### config.mk
export PLATFORM = sky130hd
export DESIGN_NAME = cnn_input_loader
export DESIGN_NICKNAME = d
export VERILOG_FILES = /design/src/rtl/cnn_input_loader.sv
export SDC_FILE = /design/constraint.sdc
export NUM_CORES = 1
export LEC_CHECK = 0
export ABC_AREA = 1
export CORE_MARGIN = 2
export CORE_UTILIZATION = 52
export CTS_BUF_LIST = sky130_fd_sc_hd__clkbuf_4
export CTS_CLUSTER_DIAMETER = 200
export DETAILED_ROUTE_END_ITERATION = 6
export PLACE_DENSITY = 0.8
export SYNTH_ARGS = -nofsm -noshare
export SYNTH_HDL_FRONTEND = slang
export SYNTH_SLANG_ARGS = --single-unit
### constraint.sdc
create_clock -name clk -period 2.05 [get_ports clk]
set_clock_uncertainty 0.05 [all_clocks]
set_input_delay 0.3075 -clock clk [delete_from_list [all_inputs] [get_ports clk]]
set_output_delay 0.3075 -clock clk [all_outputs]
set_load 0.05 [all_outputs]
### src/rtl/cnn_input_loader.sv
// Front-end write controller for the convolution core: streams weight bytes into
// the weight RAM and 8x8 frames into a two-bank ping-pong data buffer.
module cnn_input_loader #(
  parameter int W_BYTES = 54,
  parameter int D_BYTES = 64
) (
  input  logic       clk,
  input  logic       rst,
  input  logic       mode,
  input  logic [7:0] din,
  input  logic       ram_en,
  input  logic       frame_release,
  output logic       w_we,
  output logic [5:0] w_addr,
  output logic [7:0] w_data,
  output logic       d_we,
  output logic       d_bank,
  output logic [5:0] d_addr,
  output logic [7:0] d_data,
  output logic       weights_ok,
  output logic       frame_avail,
  output logic       frame_bank,
  output logic [7:0] frame_cnt,
  output logic       overflow
);

  localparam logic [5:0] W_LAST = 6'(W_BYTES - 1);
  localparam logic [5:0] D_LAST = 6'(D_BYTES - 1);

  logic [5:0] w_cnt;
  logic [5:0] d_cnt;
  logic       wr_bank;
  logic       rd_bank;
  logic [1:0] full;

  logic       w_acc;
  logic       d_req;
  logic       d_acc;
  logic       d_last;
  logic       rel_ok;
  logic [1:0] full_set;
  logic [1:0] full_clr;

  // The full check sees only registered flags, so a release never frees a bank
  // for a byte arriving in the same cycle.
  always_comb begin
    // NOTE: defaults first so every path assigns each signal; otherwise latches are inferred.
    full_set = '0;
    full_clr = '0;
    w_acc    = ram_en & mode;
    d_req    = ram_en & ~mode;
    d_acc    = d_req & ~full[wr_bank];
    d_last   = d_acc & (d_cnt == D_LAST);
    rel_ok   = frame_release & full[rd_bank];
    if (d_last) full_set[wr_bank] = 1'b1;
    if (rel_ok) full_clr[rd_bank] = 1'b1;
  end

  assign frame_bank = rd_bank;

  always_ff @(posedge clk or posedge rst) begin
    if (rst) begin
      w_we        <= 1'b0;
      w_addr      <= '0;
      w_data      <= '0;
      d_we        <= 1'b0;
      d_bank      <= 1'b0;
      d_addr      <= '0;
      d_data      <= '0;
      weights_ok  <= 1'b0;
      frame_avail <= 1'b0;
      frame_cnt   <= '0;
      overflow    <= 1'b0;
      w_cnt       <= '0;
      d_cnt       <= '0;
      wr_bank     <= 1'b0;
      rd_bank     <= 1'b0;
      full        <= '0;
    end else begin
      // NOTE: sequential state uses non-blocking assignments only, so every read sees pre-edge values.
      w_we <= w_acc;
      d_we <= d_acc;

      if (w_acc) begin
        w_addr <= w_cnt;
        w_data <= din;
        if (w_cnt == W_LAST) begin
          w_cnt      <= '0;
          weights_ok <= 1'b1;
        end else begin
          w_cnt <= w_cnt + 6'd1;
          if (w_cnt == '0) weights_ok <= 1'b0;
        end
        // A weight byte abandons any partially written frame.
        d_cnt <= '0;
      end

      if (d_req && full[wr_bank]) overflow <= 1'b1;

      if (d_acc) begin
        d_bank <= wr_bank;
        d_addr <= d_cnt;
        d_data <= din;
        if (d_last) begin
          d_cnt     <= '0;
          wr_bank   <= ~wr_bank;
          frame_cnt <= frame_cnt + 8'd1;
        end else begin
          d_cnt <= d_cnt + 6'd1;
        end
      end

      if (rel_ok) rd_bank <= ~rd_bank;
      full <= (full & ~full_clr) | full_set;

      // Built from registered state so it trails the frame's last write strobe by a cycle.
      frame_avail <= full[rd_bank] & weights_ok;
    end
  end

endmodule

; Word level (Yosys, flattened, before mapping)
; Index checks and enable logic that the tools add are counted.
[totals]
register_bits = 58
in_bits = 13
output_inout_bits = 43
word_cells = 62
[classes]
n_addsub = 3
magnitude_cmp = 4
n_eq_ne = 2
n_mux = 16
bitwise = 13
n_reduce_logical = 8
[ops]
columns = op, count
row1 = 2-to-1 mux 6 bit, 4
row2 = "adder 6 x 1 -> 6 bit, second input constant", 2
row3 = "equality test 6 bit, second input constant", 2
row4 = "adder 8 x 1 -> 8 bit, second input constant", 1
row5 = 2-to-1 mux 1 bit, 8
row6 = AND 1 bit, 6
row7 = zero test 6 bit, 1
row8 = "< comparator 1 x 2 -> 1 bit, second input constant", 2
row9 = 2-to-1 mux 2 bit, 2
row10 = inverter 1 bit, 4
row11 = AND reduction 2 bit, 2
row12 = nonzero test 2 bit, 2
row13 = logical AND 1 bit, 3
row14 = AND 2 bit, 1
row15 = demux 1 bit (select 1 bit), 2
row16 = "greater-or-equal comparator 1 bit, second input constant", 2
row17 = inverter 2 bit, 1
row18 = bitwise OR 2 bit, 1

; Longest topological paths before layout
; Gate-level depths: netlist of run 1.
[depth]
depth_word = 8
mapped_depth = 7
ltp_nobuf = 7

; Worst setup path after synthesis of run 1
; No wires, ideal clock.
[synth_timing]
kind = flip-flop to flip-flop
from = reg frame_cnt[0]
to = reg frame_cnt[6]
setup_time_ps = 123
arrival_time_ps = 1394
setup_slack_ps = 483
stages_incl_launch_ff = 7
path_buffers = 0
synth_period_minus_slack_ps = 1567
cell_sequence = dfrtp_1 ha_1 nand3_1 o21ai_0 nand2_1 nand2_1 o21ai_1
[synth_via]
elab_chain_cells = 1
[synth_rtl]
columns = element, line_no
row1 = start: declaration, 23  ; output logic [7:0] frame_cnt,
row2 = start signal: assignment, 107  ; frame_cnt <= frame_cnt + 8'd1;
row3 = adder 8 x 1 -> 8 bit, 107
; No other way between the ends.
; A chain may end at the register's enable or synchronous reset.

; Worst setup path in the final report of run 1
[layout_timing]
from = reg frame_cnt[5]
to = out frame_cnt[5]
; No word-level cell between the ends.

==> results of run 1 <==
[worst reg2reg max path, stage by stage, from the launching register on]
cell and delay, ps:
dfrtp_1 500, ha_1 260, nand2_1 80, nor2_2 120, nand2_2 110, nor2_4 220, nand2_1 110, nand2_1 70
[power by group through the flow]
stage / logic, W / clock network, W / registers (W)
finish: 0.000858 / 0.000780 / 0.00144
floorplan: 0.000297 / 0 / 0.00173
detailed placement: 0.000863 / 0 / 0.00145
CTS: 0.000868 / 0.000796 / 0.00144
global placement: 0.000844 / 0 / 0.00145
global route: 0.000925 / 0.000849 / 0.00146
[Yosys cell counts]
library cell,number
nor2_2,2
inv_1,23
buf_6,1
o21ai_1,22
buf_2,4
xnor2_1,5
nand2_1,101
a21boi_0,1
nor2_8,1
a31o_2,1
a21oi_1,1
ha_1,5
xor2_1,2
o21ai_0,14
nor2_1,15
nor2_4,1
inv_2,2
nand3b_1,3
o22ai_1,1
nand3_1,12
nand2_4,1
nand4_1,5
clkbuf_1,3
nand4_2,1
clkinv_4,1
nand2_2,5
buf_4,1
dfrtp_1,58
[state kept, by name, indices dropped and copies added (netlist names), 2 cells and up]
signal / count
d_data: 8
frame_cnt: 8
w_data: 8
d_addr: 6
d_cnt: 6
w_addr: 6
w_cnt: 6
full: 2
[cell usage in the layout, fill, tap and decap left out, types with 9 or more instances in the layout]
cell type	Yosys	layout
clkdlybuf4s50_1	0	50
o21ai_0	14	14
o21ai_1	22	22
clkbuf_4	0	9
nor2_1	15	15
nand3_1	12	12
inv_1	23	22
dfrtp_1	58	58
nand2_1	101	101
[area by class of cell]
| type | count | area share [%] |
|---|---|---|
| multi-input combinational | 199 | 29.4 |
| clock buffer | 9 | 2.03 |
| inverter | 26 | 3.08 |
| timing repair buffer | 58 | 17.7 |
| clock inverter | 7 | 1.80 |
| tap | 67 | 2.51 |
| sequential | 58 | 43.5 |
[layer usage]
metal | wire length (um) | vias up | track usage (%) | part of all wire (%)
met2 | 2310 | 55 | 31.8 | 45
met5 | 0 | - | 0 | 0
met4 | 109 | 0 | 9.92 | 2.1
met1 | 2430 | 965 | 26.7 | 47
li1 | - | 1050 | - | -
met3 | 315 | 11 | 6.37 | 6.1
[how the worst max path moves through the flow]
stage,end,slack [ps],depth (start not counted)
3_3_place_gp,w_cnt[5],260,8
4_1_cts,frame_cnt[3],9,1
3_5_place_dp,w_cnt[5],200,8
6_report,frame_cnt[5],60,1
2_1_floorplan,d_addr[0],260,1
5_1_grt,frame_cnt[5],3,1
[logic make-up after synthesis]
logic type / Yosys count
compound gates: 40
xor+xnor: 7
fa+ha+maj: 5
buf+inv: 35
flops: 58
simple gates: 147
[stage by stage]
stage          power [W]  worst slack (ps)
6_report         0.00308              58.2
5_1_grt          0.00323              2.88
4_1_cts          0.00310              9.03
3_5_place_dp     0.00231               198
3_3_place_gp     0.00230               257
2_1_floorplan    0.00203               265
[repair_timing]
action,in CTS,in global routing
gates resized for setup,2,3
pin swaps,0,0
endpoints found under the setup margin,2,3
==> results.yml, run 1 <==
critical_path:
  cp_num_buf_inv: 1
  r2r-start: "d_cnt[0]"
  crit_slowest_cell: "clkdlybuf4s50_1"
  cp.required_ps: 1690
  arrival_ps: 1630
  crit_type: "reg2out"
  reg2reg_slack_ps: 470
  cp_slowest_stage_delay_ps: 820
  cp_max_fo: 5
  cp_top_family: "buffers and inverters"
  cp-start-kind: "flip-flop"
  cp-startpoint: "frame_cnt[5]"
  crit_chain: "clkdlybuf4s50_1"
  r2r-end: "wr_bank"
  rr_worst_depth: 7
  cp-end-kind: "primary output"
die:
  die_h_um: 74.5
  die_area_sq_um: 5550
  start_util_pct: 54.3
  io_pins: 56
  rows: 25
  core_sq_um: 4750
  die_x_um: 74.5
status:
  status: "complete, no violations"
finish:
  layout.nets: 370
  fillCellCount: 391
  layout.cells.non_filler: 424
  n_antenna_cell: 0
  multi_input_area_sq_um: 980
  fin_area_sq_um: 3340
  syn2layout_area_growth_pct: 29.1
  drive_gt1_share_pct: 9.24
  final_core_util_pct: 70.2
  seqCellArea_sq_um: 1450
place:
  numPortBuffers: 55
  hpwlAfterDp_um: 3480
  dpl-instance-area_sq_um: 3200
  place.gp.congestion: 0.812
  placed_cells: 408
synth:
  yosys.area_share.simple_pct: 25.1
  synth_area_sq_um: 2580
  synth_area_per_cell_sq_um: 8.85
  synth-xor-area-share_pct: 2.37
  synth-seq-cells: 58
  synth_fa_ha_area_share_pct: 2.42
  ys_warn_count: 0
  synth_cells: 292
  yosys-top-cells-area: "dfrtp_1 56%, nand2_1 15%, o21ai_1 4.3%"
  muxShareOfSynthArea_pct: 0
  synth.distinct_cells: 28
  synth_top_area_share_pct: 56.2
  synth_largest_area_cell: "dfrtp_1"
  synth_compound_area_share_pct: 8.04
  synth_top_family_by_area: "simple AND/OR/NAND/NOR gates"
  syn_nets: 310
  ys_seq_area_share_pct: 56.2
timing:
  timing.hold.ws_ps: 209
  fmax_mhz: 502
  maxSlewHeadroom_pct: 65.2
  final_min_period_over_clock_period_pct: 97.2
  finalCriticalPeriod_ps: 1990
  tns_ps: 0
  rsz0062_at_grt: "no"
  hold_viol_final: 0
  drv_slew: 0
  worst_slew_pin_slew_ps: 520
  setup_viol: 0
detailed_routing:
  firstDrtPassIters: 4
  vias: 2081
  wl_per_cell_um: 12.2
  drt-total-wl_um: 5160
  drcViolationCount: 0
  drtIter0Drc: 121
  antenna_left: 0
  vias_per_cell: 4.91
power_and_ir_drop:
  intPower_w: 0.00194
  power_frac_seq_pct: 46.7
  power_switching_w: 0.00113
  p_comb_share_pct: 27.9
  p_per_area_nw_per_um2: 922
  p_leak_nw: 1.65
  peakVddDrop_v: 0.000753
  p_sw_share_pct: 36.8
  p_clk_share_pct: 25.4
clock_tree:
  cts_made_buffers: 9
  hold_buffers: 0
  cts_tree: "built"
  post-cts-setup-buffer-count: 0
  clock_latency_ps: 390
  htree_levels: 3
  cts_root_buf: "clkbuf_4"
  clockBufferDepth: 2
  clk_pin_slew_ps: 100
  cts.sinks: 58
grt:
  grt_max_degree: 59
  grt_first_pass_wirelength_um: 8600
  antenna_found_initial: 0
  grt_overflow: 0
  grt_pass1_vias: 1961
  grtUsageTotal_pct: 20.6
flow_run:
  maxCapViolCount: 0
worst_hold_path:
  holdCritPathClass: "in2async"
Power figures use the tool's default switching activity.
==> run 2: changes to the inputs <==
Settings changed: CTS_CLUSTER_SIZE set to 25, PLACE_DENSITY 0.8 to 0.9.
==> run 2 against run 1 <==
Critical path depth unchanged. Sequential power about the same. Global-route usage increased by 0.71 points. Fmax increased by 0.30%. Die area unchanged. First-iteration DRC count increased by 46%. Worst setup slack improved by 5.9 ps. Count of clock-buffer cells in the layout increased by 3. Via count increased by 3.2%. Non-clock buffer count increased by 2. Register-to-register slack improved by 30 ps. Sequential share of layout area decreased by 0.082 points.
==> results.yml, run 2 (synthesis gave the netlist of run 1 again) <==
place:
  place.gp.congestion: 0.804
  numPortBuffers: 55
  dpl-instance-area_sq_um: 3210
  hpwlAfterDp_um: 3790
detailed_routing:
  drtIter0Drc: 177
  vias_per_cell: 5.04
  drt-total-wl_um: 5380
  wl_per_cell_um: 12.6
  antenna_left: 0
  drcViolationCount: 0
  firstDrtPassIters: 4
  vias: 2148
critical_path:
  cp-end-kind: "primary output"
  rr_worst_depth: 7
  cp_num_buf_inv: 1
  crit_type: "reg2out"
  crit_chain: "clkdlybuf4s50_1"
  cp_max_fo: 5
  cp_slowest_stage_delay_ps: 820
  crit_slowest_cell: "clkdlybuf4s50_1"
  arrival_ps: 1630
  r2r-end: "wr_bank"
  r2r-start: "d_cnt[0]"
  cp-start-kind: "flip-flop"
  cp_top_family: "buffers and inverters"
  reg2reg_slack_ps: 500
  cp.required_ps: 1690
clock_tree:
  clk_pin_slew_ps: 100
  cts_made_buffers: 9
  clockBufferDepth: 2
  cts_tree: "built"
  htree_levels: 3
  cts_root_buf: "clkbuf_4"
  clock_latency_ps: 400
  cts.sinks: 58
  post-cts-setup-buffer-count: 0
power_and_ir_drop:
  p_per_area_nw_per_um2: 931
  p_leak_nw: 1.66
  peakVddDrop_v: 0.000706
timing:
  worst_slew_pin_slew_ps: 530
  setup_viol: 0
  rsz0062_at_grt: "no"
  finalCriticalPeriod_ps: 1990
  maxSlewHeadroom_pct: 64.5
  drv_slew: 0
  fmax_mhz: 504
  tns_ps: 0
  hold_viol_final: 0
  final_min_period_over_clock_period_pct: 96.9
finish:
  drive_gt1_share_pct: 9.75
  n_antenna_cell: 0
  final_common_cell: "nand2_1"
  top_regs: "d_data (8), frame_cnt (8), w_data (8)"
  syn2layout_area_growth_pct: 29.3
  fin_area_sq_um: 3340
  layout.nets: 372
  mostFrequentLayoutCells: "101 x nand2_1, 58 x dfrtp_1, 49 x clkdlybuf4s50_1"
grt:
  grt_use_met3_pct: 8.54
  grtUsageTotal_pct: 21.3
  antenna_found_initial: 0
  grt_overflow: 0
  grt_pass1_vias: 2075
  grtUsageMet2_pct: 35.5
  busiest_layer: "met2"
  grt_first_pass_wirelength_um: 8750
  met1_usage_pct: 24.2
  grt_max_degree: 32
die:
  core_sq_um: 4750
  die_x_um: 74.5
  start_util_pct: 54.3
  die_area_sq_um: 5550
  rows: 25
  die_h_um: 74.5
  io_pins: 56
flow_run:
  maxCapViolCount: 0
status:
  status: "complete, no violations"
worst_hold_path:
  holdCritPathClass: "in2async"
[run 2: per-layer routing]
| metal | up-vias | part of all wire, % |
|---|---|---|
| li1 | 1051 | - |
| met1 | 1032 | 42 |
| met2 | 56 | 50 |
| met3 | 9 | 7.0 |
| met4 | 0 | 1.3 |
| met5 | - | 0 |
[run 2: final cells by class]
type	instances	area [sq um]
clock inverters	4	42.5
flip-flops and latches	58	1450
inverters	26	103
clock buffers	12	90.1
repair buffers	60	592
well taps	67	83.8
multi-input cells	199	980
fillers	368	1410
[run 2: how the worst max path moves through the flow]
| stage | from | slack (ps) | cells past startpoint | end |
|---|---|---|---|---|
| finish | frame_cnt[5] | 60 | 1 | frame_cnt[5] |
| global route | frame_cnt[5] | 0.8 | 1 | frame_cnt[5] |
| CTS | frame_cnt[3] | 7 | 1 | frame_cnt[3] |
| detailed placement | ram_en | 330 | 6 | d_cnt[0] |
| global placement | ram_en | 370 | 6 | d_cnt[5] |
| floorplan | rst | 260 | 1 | d_addr[0] |
[run 2: where the power goes]
part           internal [W]  switching, W  leakage, nW
clock network      0.000404      0.000396       0.0764
logic              0.000295      0.000580        0.827
registers           0.00129      0.000145        0.758
total               0.00199       0.00112         1.66
[run 2: timing repair]
item | 4_1_cts | 5_1_grt
hold buffers | 0 | 0
resized for setup | 3 | 3
setup endpoints to repair | 3 | 3
endpoints found under the hold margin | 0 | 0
[run 2: worst reg2reg max path: cells and delay by family, from the launching register on]
family	cells	cell delay (ps)
simple gates	6	710
flops	1	480
fa+ha+maj	1	260
[run 2: metrics by stage]
stage / setup slack (ps) / utilization (%) / cells / power (W) / hold slack, ps
global placement: 372 / 67.4 / 410 / 0.00229 / 414
floorplan: 265 / - / 292 / 0.00203 / 406
global route: 0.758 / 70.3 / 426 / 0.00324 / 270
detailed placement: 331 / 67.4 / 410 / 0.00232 / 422
finish: 64.1 / 70.3 / 426 / 0.00311 / 224
CTS: 7.20 / 70.1 / 426 / 0.00313 / 220
==> run 3: changes to the inputs <==
==> constraint.sdc (replaced) <==
create_clock -name clk -period 2.05 [get_ports clk]
set_clock_uncertainty 0.05 [all_clocks]
set_input_delay 0.41 -clock clk [delete_from_list [all_inputs] [get_ports clk]]
set_output_delay 0.41 -clock clk [all_outputs]
set_load 0.05 [all_outputs]
==> run 3 against run 2 <==
Worst setup slack lost 47 ps. Largest power group unchanged. Count of clock-buffer cells in the layout is 2 lower. Largest cell class unchanged. Wire length up 0.32%.
==> results.yml, run 3 (synthesis gave the netlist of run 1 again) <==
detailed_routing:
  wl_per_cell_um: 12.7
  vias: 2155
  antenna_left: 0
  drcViolationCount: 0
  drt-total-wl_um: 5400
  vias_per_cell: 5.07
  drtIter0Drc: 136
  firstDrtPassIters: 4
grt:
  grt_pass1_vias: 2198
  grt_first_pass_wirelength_um: 9290
  grt_overflow: 0
  grtUsageTotal_pct: 22.0
  antenna_found_initial: 0
  grt_max_degree: 32
critical_path:
  cp_top_family: "buffers and inverters"
  cp-startpoint: "d_addr[2]"
  crit_type: "reg2out"
  cp_max_fo: 2
  cp_num_buf_inv: 1
  cp_slowest_stage_delay_ps: 810
  crit_slowest_cell: "clkdlybuf4s50_1"
  arrival_ps: 1570
  r2r-start: "d_cnt[0]"
  cp-end-kind: "primary output"
  cp-start-kind: "flip-flop"
  cp.required_ps: 1590
  crit_chain: "clkdlybuf4s50_1"
clock_tree:
  clock_latency_ps: 390
  clockBufferDepth: 2
  clk_pin_slew_ps: 100
  cts_made_buffers: 9
  cts.sinks: 58
  htree_levels: 3
  cts_tree: "built"
  cts_root_buf: "clkbuf_4"
  post-cts-setup-buffer-count: 0
power_and_ir_drop:
  peakVddDrop_v: 0.000708
  power_w: 0.00292
  p_comb_share_pct: 29.4
  intPower_w: 0.00182
  p_leak_nw: 1.94
  power_switching_w: 0.00111
  power_frac_seq_pct: 48.9
  p_sw_share_pct: 37.8
  p_per_area_nw_per_um2: 873
  p_clk_share_pct: 21.7
timing:
  maxSlewHeadroom_pct: 63.2
  tns_ps: 0
  final_min_period_over_clock_period_pct: 99.2
  drv_slew: 0
  fmax_mhz: 492
  finalCriticalPeriod_ps: 2030
  setup_viol: 0
  timing.hold.ws_ps: 344
  hold_viol_final: 0
  worst_slew_pin_slew_ps: 551
finish:
  top_regs: "d_data (8), frame_cnt (8), w_data (8)"
  syn2layout_area_growth_pct: 29.6
  layout.nets: 372
  n_antenna_cell: 0
  final_common_cell: "nand2_1"
  drive_gt1_share_pct: 9.50
  final_core_util_pct: 70.4
  fin_area_sq_um: 3350
  mostFrequentLayoutCells: "101 x nand2_1, 58 x dfrtp_1, 24 x dlymetal6s2s_1"
die:
  die_x_um: 74.5
  die_area_sq_um: 5550
  die_h_um: 74.5
  io_pins: 56
  rows: 25
  start_util_pct: 54.3
  core_sq_um: 4750
place:
  hpwlAfterDp_um: 3850
  place.gp.congestion: 0.808
  dpl-instance-area_sq_um: 3210
  numPortBuffers: 55
flow_run:
  maxCapViolCount: 0
status:
  status: "complete, no violations"
worst_hold_path:
  holdCritPathClass: "in2async"
## run 3: cell count changes in the layout (fill, tap and decap cells not counted), sizes merged
cell	change
clkdlybuf4s50	-30
dlymetal6s2s	+21
dlygate4sd2	+9
clkbuf	-2
clkinv	+2
bufinv	-1
## run 3: final timing paths
check,cells past startpoint,end,slack [ps]
min in group clk,1,overflow,440
min reg2reg,1,overflow,440
max in group asynchronous,3,w_addr[4],1300
max,1,d_addr[2],20
max reg2reg,7,wr_bank,510
min,3,d_cnt[2],340
## run 3: stage by stage
stage	setup slack, ps	cells
after detailed placement	241	410
after global placement	264	410
after floorplan	162	292
after CTS	0.256	425
after global routing	-35.0	425
final	17.3	425
## run 3: metal layers
metal	share of wire, %	track usage [%]	wire, um
met4	2.4	11.7	127
met2	49	35.8	2650
met5	0	0	0
met3	6.1	6.37	332
met1	42	26.5	2290
## run 3: layout make-up
cell class / instances / area [sq um]
multi-input cells: 199 / 980
flip-flops and latches: 58 / 1450
inverters: 26 / 103
clock buffers: 10 / 75.1
well taps: 67 / 83.8
fillers: 368 / 1410
clock inverters: 5 / 22.5
repair buffers: 60 / 633
## run 3: power by group through the flow
stage / Clock, W / Combinational [W] / Sequential (W)
3_3_place_gp: 0 / 0.000848 / 0.00145
6_report: 0.000634 / 0.000858 / 0.00143
4_1_cts: 0.000647 / 0.000871 / 0.00143
5_1_grt: 0.000714 / 0.000923 / 0.00145
3_5_place_dp: 0 / 0.000872 / 0.00145
2_1_floorplan: 0 / 0.000297 / 0.00173
## run 3: worst register-to-register path: cells and delay by family (launching register included)
family	cells	cell delay, ps
adders and majority gates	1	260
and+or+nand+nor	6	710
DFF	1	490
## run 3: timing repair
action,in CTS,in global routing
setup endpoints to repair,12,24
hold buffers,0,0
gates resized for setup,12,24
